### src/rtl/pipe_hazard_unit.sv
// Hazard/forwarding controller for the 5-stage ARM pipeline: shadow rd pipeline, load-use stall,
// branch flush, registered forwarding selects and NZVC flags. Define HAZ_PERF_CNT_EN for stall/flush counters.
module pipe_hazard_unit #(
  parameter int NREGS    = 32,
  parameter int DEPTH    = 3,
  parameter int LOAD_LAT = 1,
  parameter int RW       = $clog2(NREGS),
  parameter int FW       = $clog2(DEPTH + 1)
) (
  input  logic          clk,
  input  logic          reset,
  input  logic          id_valid,
  input  logic [RW-1:0] id_ra,
  input  logic [RW-1:0] id_rb,
  input  logic          id_uses_ra,
  input  logic          id_uses_rb,
  input  logic [RW-1:0] id_rd,
  input  logic          id_regwrite,
  input  logic          id_is_load,
  input  logic          ex_br_taken,
  input  logic          ex_flag_we,
  input  logic [3:0]    ex_flags,
  output logic          stall,
  output logic          flush,
  output logic [FW-1:0] fwd_a,
  output logic [FW-1:0] fwd_b,
`ifdef HAZ_PERF_CNT_EN
  output logic [3:0]    flags,
  output logic [31:0]   stall_cnt,
  output logic [31:0]   flush_cnt
`else
  output logic [3:0]    flags
`endif
);

  localparam logic [RW-1:0] XZR = RW'(NREGS - 1);

  logic [DEPTH-1:0] sh_valid_q, sh_valid_d;
  logic [DEPTH-1:0] sh_load_q, sh_load_d;
  logic [RW-1:0]    sh_rd_q [DEPTH];

  logic [DEPTH-1:0] match_a, match_b, near_mask;
  logic             load_hit, stall_c, flush_c;
  logic [FW-1:0]    fwd_a_q, fwd_a_d, fwd_b_q, fwd_b_d;
  logic [3:0]       flags_q, flags_d;

  // Youngest match wins; a match in the last stage has retired by EX and reads the regfile.
  function automatic logic [FW-1:0] youngest_sel(input logic [DEPTH-1:0] m);
    youngest_sel = '0;
    for (int i = DEPTH - 2; i >= 0; i--) begin
      if (m[i]) youngest_sel = FW'(i + 1);
    end
  endfunction

  always_comb begin
    // NOTE: every always_comb output gets a default first so no path can infer a latch.
    match_a   = '0;
    match_b   = '0;
    near_mask = '0;
    for (int i = 0; i < DEPTH; i++) begin
      match_a[i]   = sh_valid_q[i] && (sh_rd_q[i] == id_ra) && id_uses_ra && (id_ra != XZR);
      match_b[i]   = sh_valid_q[i] && (sh_rd_q[i] == id_rb) && id_uses_rb && (id_rb != XZR);
      near_mask[i] = (i < LOAD_LAT);
    end
  end

  assign load_hit = |((match_a | match_b) & sh_load_q & near_mask);
  assign flush_c  = ~reset & ex_br_taken;
  assign stall_c  = ~reset & id_valid & load_hit & ~ex_br_taken;

  always_comb begin
    sh_valid_d = {sh_valid_q[DEPTH-2:0], id_valid & id_regwrite & ~stall_c & ~flush_c};
    sh_load_d  = {sh_load_q[DEPTH-2:0], id_is_load};
    fwd_a_d    = (stall_c | flush_c) ? '0 : youngest_sel(match_a);
    fwd_b_d    = (stall_c | flush_c) ? '0 : youngest_sel(match_b);
    flags_d    = ex_flag_we ? ex_flags : flags_q;
  end

  // NOTE: state registers use non-blocking assignments so every flop samples pre-edge values.
  always_ff @(posedge clk) begin
    if (reset) begin
      sh_valid_q <= '0;
      fwd_a_q    <= '0;
      fwd_b_q    <= '0;
      flags_q    <= '0;
    end else begin
      sh_valid_q <= sh_valid_d;
      fwd_a_q    <= fwd_a_d;
      fwd_b_q    <= fwd_b_d;
      flags_q    <= flags_d;
    end
  end

  // NOTE: rd/is_load payload is qualified by sh_valid_q, so it needs no reset.
  always_ff @(posedge clk) begin
    sh_load_q  <= sh_load_d;
    sh_rd_q[0] <= id_rd;
    for (int i = 1; i < DEPTH; i++) begin
      sh_rd_q[i] <= sh_rd_q[i-1];
    end
  end

`ifdef HAZ_PERF_CNT_EN
  logic [31:0] stall_cnt_q, flush_cnt_q;

  always_ff @(posedge clk) begin
    if (reset) begin
      stall_cnt_q <= '0;
      flush_cnt_q <= '0;
    end else begin
      if (stall_c) stall_cnt_q <= stall_cnt_q + 32'd1;
      if (flush_c) flush_cnt_q <= flush_cnt_q + 32'd1;
    end
  end

  assign stall_cnt = stall_cnt_q;
  assign flush_cnt = flush_cnt_q;
`endif

  assign stall = stall_c;
  assign flush = flush_c;
  assign fwd_a = fwd_a_q;
  assign fwd_b = fwd_b_q;
  assign flags = flags_q;

endmodule

### config.mk
export PLATFORM = sky130hd
export DESIGN_NAME = pipe_hazard_unit
export DESIGN_NICKNAME = d
export VERILOG_FILES = /design/src/rtl/pipe_hazard_unit.sv
export SDC_FILE = /design/constraint.sdc
export NUM_CORES = 1
export LEC_CHECK = 0
export CAP_MARGIN = 20
export CORE_MARGIN = 10
export CORE_UTILIZATION = 40
export CTS_CLUSTER_SIZE = 30
export DETAILED_ROUTE_END_ITERATION = 10
export GPL_TIMING_DRIVEN = 0
export PLACE_DENSITY = 0.79
export SYNTH_ARGS = -nofsm -noshare
export SYNTH_HDL_FRONTEND = slang
export SYNTH_SLANG_ARGS = --single-unit
### constraint.sdc
create_clock -name clk -period 1.7 [get_ports clk]
set_input_delay 0.17 -clock clk [delete_from_list [all_inputs] [get_ports clk]]
set_output_delay 0.17 -clock clk [all_outputs]
set_load 0.01 [all_outputs]
==> results.json <==
{
  "ant_nets": 0,
  "ys_warn_count": 0,
  "crit_type": "reg -> out",
  "final_cell_mix": "clkdlybuf4s50_1, dfxtp_1, xnor2_1, xor2_1",
  "syn_avg_cell_area_um2": 10.7,
  "first_pass_iters": 2,
  "via_per_inst": 4.68,
  "worst_hold_slack_ns": 0.268,
  "fmax_ghz": 0.585,
  "worst-path-buf-inv": 1,
  "ys_top_cells_by_area": "dfxtp_1, xnor2_1, xor2_1",
  "numPlacedInstances": 141,
  "critPathArrivalTime_ns": 1.54,
  "drive_gt1_share_pct": 19.5,
  "outcome": "finished, violations left",
  "core_um2": 1980,
  "min-delay-path-class": "in -> reg",
  "critPathSlowestCell": "dfxtp_2",
  "cellPowerDensity_nw_per_um2": 692,
  "fin_ws_ns": -0.00882,
  "crit_path_end_kind": "primary output",
  "hold_viol": 0,
  "worstPathCellList": "xnor2_2 -> nand4_1 -> nor3_4 -> o21a_1 -> buf_2",
  "drt-total-wl_mm": 2.09,
  "clk_pin_slew_ns": 0.10,
  "min_period_over_period_pct": 101,
  "clockBufferDepth": 2,
  "setup_violations": 1,
  "clk_latency_ns": 0.29,
  "drv_cap": 0,
  "io_buffers": 36,
  "io_pins": 38,
  "leakage_nw": 0.528,
  "final_cell_area_um2": 1330,
  "ir_drop_uv": 495,
  "ys_seq_area_share_pct": 50.4,
  "vias": 702,
  "violations": "negative setup slack",
  "cp_max_fo": 4,
  "grt_overflow": 0,
  "initial_core_util_pct": 42.1,
  "cts_max_level": 1,
  "netlist_instances": 78,
  "fin_nets": 152,
  "drc_errors": 0,
  "maxSlewHeadroom_pct": 74.7,
  "grt_max_degree": 13,
  "layout_commonest_cell": "clkdlybuf4s50_1",
  "die_w_um": 65.7,
  "grt_pass1_wl_mm": 3.39,
  "grt_pass1_vias": 734,
  "dieArea_um2": 4310,
  "die_h_um": 65.7,
  "worstSetupStartpointType": "flip-flop",
  "cts_num_sinks": 21,
  "syn_area_um2": 835,
  "syn_to_final_growth_pct": 59.8,
  "synth_fp_nets": 106,
  "max_stage_delay_ns": 0.38,
  "crit_family": "simple AND/OR/NAND/NOR gates",
  "cts-root-buf": "clkbuf_4",
  "fin_crit_ns": 1.71,
  "cts-hold-fix-buffers": 0,
  "yosys_register_bits": 21,
  "placed_area_um2": 1230,
  "cts_tree": "yes",
  "place_congestion": 0.880,
  "yosys.area.top_type": "dfxtp_1",
  "diodes": 0,
  "dp_hpwl_mm": 1.72,
  "antenna_found_initial": 0,
  "fin_cells": 150,
  "rsz0062_at_grt": "true",
  "slew_viol_final": 0,
  "worstMarginPinSlew_ns": 0.376,
  "crit_required_ns": 1.53,
  "wire_per_inst_um": 13.9,
  "r2r_slack_ns": 0.27,
  "numCtsBuffers": 3,
  "drt_iter0_drc": 30,
  "gr-usage-all-layers_pct": 9.82,
  "rows": 16,
  "yosysTopAreaCellShare_pct": 50.4,
  "yosysUniqueCellTypes": 21,
  "finalClockSkew_ns": 0.00160
}
-- logic make-up after synthesis --
kind of cell | count (synthesis) | share of synthesized area [%]
XOR/XNOR | 20 | 21.0
AO/OA/AOI/OAI | 5 | 5.10
flip-flops | 21 | 50.4
buffers and inverters | 1 | 0.449
AND/OR/NAND/NOR | 27 | 18.3
multiplexers | 4 | 4.80
-- final timing paths --
check             endpoint     startpoint  depth (start not counted)
max                  stall  sh_rd_q[0][0]                          5
min               flags[0]     ex_flag_we                          3
max reg2reg  sh_valid_q[0]  sh_rd_q[0][0]                          7
min reg2reg  sh_rd_q[0][6]  sh_rd_q[0][1]                          0
-- Yosys cell counts (all sizes together) --
cell,n
a2111oi,2
and3,2
clkbuf,1
dfxtp,21
mux2i,4
nand2,5
nand3,3
nand4,4
nor2,6
nor2b,2
nor3,3
nor4,2
o21a,1
o21ai,2
xnor2,12
xor2,8
-- routing by layer --
metal	track usage (%)	wire length [um]	up-vias	part of all wire (%)
li1	-	-	360	-
met1	10.9	851	303	41
met2	15.2	922	35	44
met3	4.92	278	4	13
met4	4.81	35	0	1.7
met5	0	0	-	0
-- sequential cells by signal, indices dropped and copies added (netlist names) --
name        cells
sh_valid_q      2
fwd_a           2
sh_load_q       1
fwd_b           2
flags           4
sh_rd_q        10
-- final cells by class --
| cell class | instances | area (um^2) |
|---|---|---|
| Clock inverter | 1 | 5.00 |
| Tap cell | 27 | 33.8 |
| Multi-Input combinational cell | 56 | 450 |
| Clock buffer | 3 | 22.5 |
| Timing Repair Buffer | 41 | 388 |
| Buffer | 1 | 3.75 |
| Sequential cell | 21 | 430 |
| Fill cell | 160 | 648 |
-- per-stage QoR --
step	utilization, %	setup TNS, ns	worst slack [ns]	power, mW
final	67.3	-0.00882	-0.00882	0.923
after global routing	67.3	-0.139	-0.139	0.972
after CTS	64.4	0	0.0107	0.930
after detailed placement	62.0	-0.645	-0.541	0.701
after global placement	62.0	-0.495	-0.495	0.697
after floorplan	-	0	0.470	0.602
-- worst reg2reg max path, stage by stage, from the launching register on --
cell and delay, ns:
dfxtp_2 0.38, xnor2_2 0.12, nand4_1 0.17, nor3_4 0.24, o21a_1 0.19, buf_4 0.11, buf_4 0.09, nor2_1 0.04
-- power breakdown --
group          leakage, nW  internal (mW)  switching (mW)
sequential           0.175          0.512          0.0168
clock               0.0177         0.0877           0.137
combinational        0.336          0.105          0.0640
-- what timing repair did --
action	4_1_cts	5_1_grt
resized for setup	15	6
endpoints found under the setup margin	1	1
buffers inserted	2	3
pin swaps	6	5
(Power assumes the default switching activity.)
